$ cat config.mk
export PLATFORM = sky130hd
export DESIGN_NAME = spi_frame_sequencer
export DESIGN_NICKNAME = d
export VERILOG_FILES = /design/src/rtl/spi_pkg.sv /design/src/rtl/spi_sync_edge.sv /design/src/rtl/spi_frame_sequencer.sv
export SDC_FILE = /design/constraint.sdc
export NUM_CORES = 1
export LEC_CHECK = 0
export BUFFER_PORTS_ARGS = -buffer_cell sky130_fd_sc_hd__buf_4
export CAP_MARGIN = 20
export CORE_MARGIN = 3
export CORE_UTILIZATION = 35
export CTS_BUF_LIST = sky130_fd_sc_hd__clkbuf_4 sky130_fd_sc_hd__clkbuf_8
export CTS_CLUSTER_DIAMETER = 150
export CTS_CLUSTER_SIZE = 24
export DETAILED_ROUTE_END_ITERATION = 8
export SLEW_MARGIN = 20
export SYNTH_ARGS = -nofsm -noshare
export SYNTH_HDL_FRONTEND = slang
export SYNTH_SLANG_ARGS = --single-unit
$ cat constraint.sdc
create_clock -name clk -period 4.25 [get_ports clk]
set_clock_uncertainty 0.1 [all_clocks]
set_input_delay 0.85 -clock clk [delete_from_list [all_inputs] [get_ports clk]]
set_output_delay 0.85 -clock clk [all_outputs]
set_load 0.05 [all_outputs]
$ cat src/rtl/spi_pkg.sv
// spi_pkg: shared widths, register map and FSM encoding for the SPI frame sequencer
package spi_pkg;
  localparam int ADDR_W = 7;
  localparam int DATA_W = 8;
  localparam int FRAME_BITS = 16;
  localparam logic [ADDR_W-1:0] REG_EN_OUT_7_0 = 7'h00;
  localparam logic [ADDR_W-1:0] REG_EN_OUT_15_8 = 7'h01;
  localparam logic [ADDR_W-1:0] REG_EN_PWM_MODE_7_0 = 7'h02;
  localparam logic [ADDR_W-1:0] REG_EN_PWM_MODE_15_8 = 7'h03;
  localparam logic [ADDR_W-1:0] REG_PWM_DUTY_CYCLE_7_0 = 7'h04;
  typedef enum logic [1:0] {IDLE, SHIFT, DONE} state_t;
endpackage

$ cat src/rtl/spi_sync_edge.sv
// spi_sync_edge: multi-flop pin synchroniser with an extra delay flop for rise/fall detection
module spi_sync_edge #(
  parameter int STAGES = 2,
  parameter logic RST_VAL = 1'b0
) (
  input  logic clk,
  input  logic rst_n,
  input  logic d,
  output logic q,
  output logic rise,
  output logic fall
);
  // chain[STAGES-1] is the synced value, chain[STAGES] its one-cycle-old copy
  logic [STAGES:0] chain;
  always_ff @(posedge clk or negedge rst_n)
    if (!rst_n) chain <= {(STAGES+1){RST_VAL}};
    else chain <= {chain[STAGES-1:0], d};
  assign q = chain[STAGES-1];
  assign rise = chain[STAGES-1] & ~chain[STAGES];
  assign fall = ~chain[STAGES-1] & chain[STAGES];
endmodule

$ cat src/rtl/spi_frame_sequencer.sv
// spi_frame_sequencer: synchronises SPI pins, shifts 16-bit frames and
// commits validated {rw, addr, data} writes as single-cycle pulses.
module spi_frame_sequencer
  import spi_pkg::*;
#(
  parameter int SYNC_STAGES = 2,
  parameter logic [ADDR_W-1:0] MAX_ADDR = REG_PWM_DUTY_CYCLE_7_0
) (
  input  logic              clk,
  input  logic              rst_n,
  input  logic              COPI,
  input  logic              nCS,
  input  logic              SCLK,
  output logic              txn_valid,
  output logic              txn_rw,
  output logic [ADDR_W-1:0] txn_addr,
  output logic [DATA_W-1:0] txn_data,
  output logic              txn_drop,
  output logic              frame_err,
  output logic [7:0]        frame_cnt
);
  logic ncs_s, ncs_rise, ncs_fall;
  logic sclk_s, sclk_rise, sclk_fall_unused;
  logic copi_s, copi_rise_unused, copi_fall_unused;
  state_t state;
  logic [4:0] bit_cnt;
  logic [FRAME_BITS-1:0] shreg;
  logic overrun;

  spi_sync_edge #(.STAGES(SYNC_STAGES), .RST_VAL(1'b1)) u_ncs (
    .clk(clk), .rst_n(rst_n), .d(nCS), .q(ncs_s), .rise(ncs_rise), .fall(ncs_fall));
  spi_sync_edge #(.STAGES(SYNC_STAGES), .RST_VAL(1'b0)) u_sclk (
    .clk(clk), .rst_n(rst_n), .d(SCLK), .q(sclk_s), .rise(sclk_rise), .fall(sclk_fall_unused));
  spi_sync_edge #(.STAGES(SYNC_STAGES), .RST_VAL(1'b0)) u_copi (
    .clk(clk), .rst_n(rst_n), .d(COPI), .q(copi_s), .rise(copi_rise_unused), .fall(copi_fall_unused));

  // nCS edges are tested before SCLK edges so a coincident SCLK edge is ignored
  always_ff @(posedge clk or negedge rst_n)
    if (!rst_n) begin
      state <= IDLE;
      bit_cnt <= '0;
      shreg <= '0;
      overrun <= 1'b0;
      txn_valid <= 1'b0;
      txn_rw <= 1'b0;
      txn_addr <= '0;
      txn_data <= '0;
      txn_drop <= 1'b0;
      frame_err <= 1'b0;
      frame_cnt <= '0;
    end else begin
      txn_valid <= 1'b0;
      txn_drop <= 1'b0;
      frame_err <= 1'b0;
      case (state)
        IDLE: if (ncs_fall) begin
          state <= SHIFT;
          bit_cnt <= '0;
          shreg <= '0;
          overrun <= 1'b0;
        end
        SHIFT: if (ncs_rise) begin
          frame_err <= 1'b1;
          state <= IDLE;
        end else if (sclk_rise) begin
          shreg <= {shreg[FRAME_BITS-2:0], copi_s};
          bit_cnt <= bit_cnt + 5'd1;
          if (bit_cnt == 5'(FRAME_BITS - 1)) state <= DONE;
        end
        DONE: if (ncs_rise) begin
          if (overrun) frame_err <= 1'b1;
          else if (shreg[15] && shreg[14:8] <= MAX_ADDR) begin
            txn_valid <= 1'b1;
            txn_rw <= shreg[15];
            txn_addr <= shreg[14:8];
            txn_data <= shreg[7:0];
            frame_cnt <= frame_cnt + 8'd1;
          end else txn_drop <= 1'b1;
          state <= IDLE;
        end else if (sclk_rise) overrun <= 1'b1;
        default: state <= IDLE;
      endcase
    end
endmodule

# --- Word level (Yosys, flattened, before mapping) ---
# Cells that the tools add are included.
op_classes:
  add_sub_neg: 2
  order_cmp: 1
  eq_ne: 11
  muxes: 30
  n_bitwise: 7
  n_reduce_logical: 8
ops:
  columns: ["op", "n"]
  rows:
  - ["$mux 16", 3]
  - ["$pmux 16 s2", 1]
  - ["$reduce_and 4->1", 4]
  - ["$mux 5", 3]
  - ["$mux 1", 14]
  - ["$ne 2x2->1 const B", 6]
  - ["$mux 2", 5]
  - ["$pmux 5 s2", 1]
  - ["$add 8x1->8 const B", 1]
  - ["$le 7x3->1 const B", 1]
  - ["$ne 3x3->1 const B", 2]
  - ["$pmux 2 s3", 1]
  - ["$add 5x1->5 const B", 1]
  - ["$eq 5x4->1 const B", 1]
  - ["$not 1->1", 4]
  - ["$pmux 1 s2", 2]
  - ["$reduce_bool 2->1", 2]
  - ["$and 1x1->1", 3]
  - ["$eq 2x1->1 const B", 1]
  - ["$eq 2x2->1 const B", 1]
  - ["$logic_not 2->1", 1]
  - ["$logic_and 1x1->1", 1]
totals:
  ff_bits: 59
  out_inout_bits: 27
  elab_cells: 73

# --- Depth between registers and ports, before layout ---
depth:
  depth_word: 6
  depth_mapped: 7
  ltp_nobuf: 6

# --- Hierarchy ---
# From an unflattened synthesis, not the netlist that was laid out.
hier_totals:
  hier_cells: 209
  area_unflattened_um2: 2492.4
modules_own_cells:
  columns: ["mod", "n_inst", "cells_per_inst", "area_per_inst_um2"]
  rows:
  - ["spi_frame_sequencer", 1, 194, 2218.4]
  - ["spi_sync_edge (u_copi ...)", 2, 5, 90.1]
  - ["spi_sync_edge (u_ncs)", 1, 5, 93.8]

# --- Least setup slack after synthesis ---
# Ideal clock, no wire load.
synth_path:
  path_kind: "reg-to-reg"
  start: "register state[0]"
  end: "register frame_cnt[1]"
  setup_ns: 0.125
  arrival_ns: 1.807
  setup_slack_ns: 2.218
  path_stages_with_launch: 7
  path_buffers: 1
  period_less_slack_ns: 2.032
  path_cell_list: "dfrtp_1 -> inv_1 -> ha_1 -> nand4bb_1 -> nor4_4 -> buf_6 -> mux2_2"
synth_via:
  elab_chain_cells: 2
synth_lines:
  columns: ["element", "line_no", "text"]
  rows:
  - ["from (decl)", "spi_frame_sequencer.sv:25", "state_t state;"]
  - ["from (signal assigned)", "spi_frame_sequencer.sv:40", "state <= IDLE;"]
  - ["from (signal assigned)", "spi_frame_sequencer.sv:57", "state <= SHIFT;"]
  - ["from (signal assigned)", "spi_frame_sequencer.sv:64", "state <= IDLE;"]
  - ["$eq 2x2->1", "spi_frame_sequencer.sv:55", "case (state)"]
  - ["$reduce_and 4->1 (no source line)", null, null]
  - ["to (signal assigned)", "spi_frame_sequencer.sv:77", "frame_cnt <= frame_cnt + 8'd1;"]
  - ["to (decl)", "spi_frame_sequencer.sv:20", "output logic [7:0] frame_cnt"]
# No other way between the ends.
# A chain may end at the register's enable or synchronous reset.

# --- Worst setup path after layout ---
layout_path:
  start: "register state[0]"
  end: "register txn_data[0]"
layout_via:
  elab_chain_cells: 2
layout_lines:
  columns: ["element", "line_no", "text"]
  rows:
  - ["$eq 2x2->1", "spi_frame_sequencer.sv:55", null]
  - ["$reduce_and 4->1 (no source line)", null, null]
  - ["to (signal assigned)", "spi_frame_sequencer.sv:76", "txn_data <= shreg[7:0];"]
  - ["to (decl)", "spi_frame_sequencer.sv:17", "output logic [DATA_W-1:0] txn_data,"]
# No other way between the ends.

==> summary.txt <==
Status
  • Outcome: finished, final reports clean

STA
  • Setup violators final: 0
  • Highest Clock Rate: approximately 0.4 GHz
  • Final hold viol count: 0
  • Worst rel slew slack: between 40% and 50%
  • Setup tns final: 0 ns
  • Slew @ Worst Pin: between 0.8 and 0.9 ns
  • RSZ-0062 raised after global routing: no
  • Post-route fraction of the period consumed by the critical path: between 50% and 60%
  • Count of final max-slew check failures: 0
  • Shortest period the worst path allows: roughly 2.5 ns

Floorplanning
  • Die Span X: ~88 um
  • Count of standard-cell rows: 29
  • Floorplan Core Area: 6422 sq um
  • Number of I/O pins: 32
  • Floorplan die height: ~90 um
  • Die Outline Area: roughly 7800 sq um
  • Starting density of the core: between 30% and 40%

Worst setup path
  • Worst Setup Path Type: reg -> reg
  • Max FO, Critical Path: 12
  • Reg-to-reg slack, setup: approximately 1.8 ns
  • End of the worst register-to-register path: txn_data[0]
  • Crit path required time: 4.37 ns
  • Nature of the critical path endpoint: register
  • R2R depth: 6
  • Startpoint class of the critical path: register
  • Data arrival, critical path: 2.57 ns
  • Crit Reg-Reg Startpoint: state[0]

Pwr
  • Sw Ratio: about 28%
  • Internal power consumption: roughly 890 uW
  • Portion of total power attributed to combinational logic: roughly 13%
  • Register share of total power: between 50% and 60%
  • Standby leakage power: about 0.0014 uW
  • Net switching power: 343.0 uW
  • Clock power share: 36.1%
  • P per Cell Area: about 430 nW/um^2
  • Max IR drop VDD: 0.0002899 V

Logic synthesis
  • Number of warnings reported in the yosys synthesis log: 0
  • Area of the mapped netlist: 2359 sq um
  • Post-Synth XOR/XNOR Area: 2.599%
  • Yosys cell types: 35
  • Mapped Cells: 169
  • Main flop type after synthesis: dfrtp_1
  • Combinational family with the most area after synthesis: simple AND/OR/NAND/NOR gates
  • Adder-cell share of the synthesized area: 3.183%
  • Synth Area in Simple Gates: between 10% and 20%
  • Synthesized area divided by synthesized cell count: between 10 and 15 sq um
  • Multiplexer share of the synthesized area: approximately 7.6%
  • Number of synthesized flops with an enable pin: 0
  • Compound-gate portion of the synthesized area: 9.867%
  • Asr flop ratio synth: 100.0%
  • Syn Nets: 180
  • Flop and latch count out of synthesis: 59
  • Sequential share of the synthesized area: between 60% and 70%

Cells and area
  • Area added between synthesis and finish: 20.96%
  • Share of cells above drive strength 1: 32.86%
  • Most frequent standard cell in the layout excluding fill and tap cells: dfrtp_1
  • Commonest cells after routing, fill and taps aside: 56 x dfrtp_1, 33 x buf_4, 17 x a22o_1
  • Ant. Diodes: 0
  • Finished Layout Cells: 290
  • NumNets Final: 220

Clock tree
  • Clock transition at the register clock pins on the worst setup and hold paths after CTS: about 0.070 ns
  • Number of buffers created by CTS: 9
  • TritonCTS clock tree: built
  • Clock latency on the worst-skew pair: roughly 0.33 ns
  • Clk Tree Root Cell: clkbuf_8
  • Number of gates resized after cts: 0
  • CTS H-tree depth: 3
  • Sinks on Clock Net: just under 60
  • Post CTS Setup Buffer Count: 0
  • Post-CTS Hold Buffers: 0
  • Max Buffers Root-to-Sink: 2

Worst hold path
  • Cell count of the worst hold path: 0
  • Hold EP: u_sclk.chain[1]
  • Min-Delay Path Class: reg -> reg
  • Startpoint of the worst hold path: u_sclk.chain[0]

Route
  • Vias per Instance: 4.983
  • Post-detailed-route DRC marker count: 0
  • Routed wire length: 4003 um
  • Initial DRC count: 36
  • Post-DRT Antenna Nets: 0
  • Overall via count from detail_route: between 1000 and 1500
  • Wirelength per Cell: roughly 14 um
  • Drt first pass iters: 4

Global route
  • Number of antenna violations at the first check in global routing: 0
  • Global-route wire length before repair: roughly 6700 um
  • Pin count of the biggest net entering global routing: 60
  • Overflow left after global routing: 0
  • Vias in the first global route: about 1400
  • Global-route usage over all layers: between 10 and 15%

Flow run
  • Max-cap check violation count: 0

Placed design
  • Count of placed standard cells including taps: 274
  • GP Congestion: approximately 0.80
  • Half-perimeter wire length after placement: between 2000 and 3000 um
  • Count of port buffers added during placement: 31
[worst max-delay path, stage by stage (launching register included)]
cell       delay (ns)
dfrtp_1          0.39
inv_1            0.09
ha_1             0.25
nand4bb_1        0.27
nor4_4           0.59
buf_4            0.30
mux2_2           0.35
[worst max path at each step]
stage,cells after the start,to,slack [ns],startpoint
floorplan,6,frame_cnt[1],2.22,state[0]
global placement,5,txn_data[4],1.60,state[0]
detailed placement,6,txn_addr[6],1.60,state[0]
CTS,6,txn_addr[6],1.58,state[0]
global route,6,txn_addr[2],1.57,state[0]
finish,6,txn_data[0],1.80,state[0]
[stage by stage]
step / setup slack [ns] / total power, uW / cell area, sq um / utilization (%) / hold slack, ns
floorplan: 2.218 / 752.9 / 2359 / - / 0.2312
global placement: 1.599 / 797.2 / 2665 / 41.50 / 0.2326
detailed placement: 1.599 / 803.6 / 2665 / 41.50 / 0.2347
CTS: 1.581 / 1257 / 2843 / 44.26 / 0.2512
global route: 1.567 / 1312 / 2853 / 44.42 / 0.2635
finish: 1.795 / 1237 / 2853 / 44.42 / 0.2495
[cell type report]
| cell class | count | area [sq um] |
|---|---|---|
| Multi-Input combinational cell | 102 | 835.8 |
| Clock buffer | 10 | 137.6 |
| Fill cell | 580 | 3570 |
| Sequential cell | 59 | 1480 |
| Timing Repair Buffer | 33 | 247.7 |
| Tap cell | 77 | 96.34 |
| Clock inverter | 5 | 40.04 |
| Inverter | 4 | 15.01 |
[synthesized netlist by cell type (4+ instances only)]
| library cell | n | area share [%] |
|---|---|---|
| nor2_1 | 6 | 0.95 |
| dfrtp_1 | 56 | 59 |
| ha_1 | 6 | 3.2 |
| inv_1 | 4 | 0.64 |
| nor2b_1 | 4 | 1.1 |
| nand4_1 | 4 | 1.1 |
| mux2_2 | 13 | 6.2 |
| a22o_1 | 17 | 6.3 |
| nand2_1 | 5 | 0.80 |
| xnor2_1 | 6 | 2.2 |
[cells by family after synthesis]
family	Yosys count
mux	16
fa+ha+maj	6
compound gates	30
simple gates	43
xor+xnor	7
buf+inv	8
flops	59
[flip-flops by register name (all words and copies together), names as in the netlist]
| name | count |
|---|---|
| overrun | 1 |
| shreg | 16 |
| txn_data | 8 |
| txn_addr | 7 |
| frame_err | 1 |
| bit_cnt | 5 |
| txn_drop | 1 |
| state | 2 |
| u_copi.chain | 2 |
| frame_cnt | 8 |
| u_sclk.chain | 3 |
| txn_rw | 1 |
| txn_valid | 1 |
| u_ncs.chain | 3 |
[power groups by stage]
stage	Clock (uW)	Combinational [uW]	Sequential, uW
after floorplan	0	115	638
final	446	160	632
after CTS	463	161	632
after detailed placement	0	159	644
after global placement	0	156	641
after global routing	493	182	638
[metal layers]
layer,global-route usage (%),up-vias,wire (um)
met4,4.533,0,53
met1,14.71,719,1945
met5,0,-,0
met3,4.421,4,188
met2,16.85,30,1817
li1,-,692,-
Note: power is estimated with default switching activity, not from simulation.
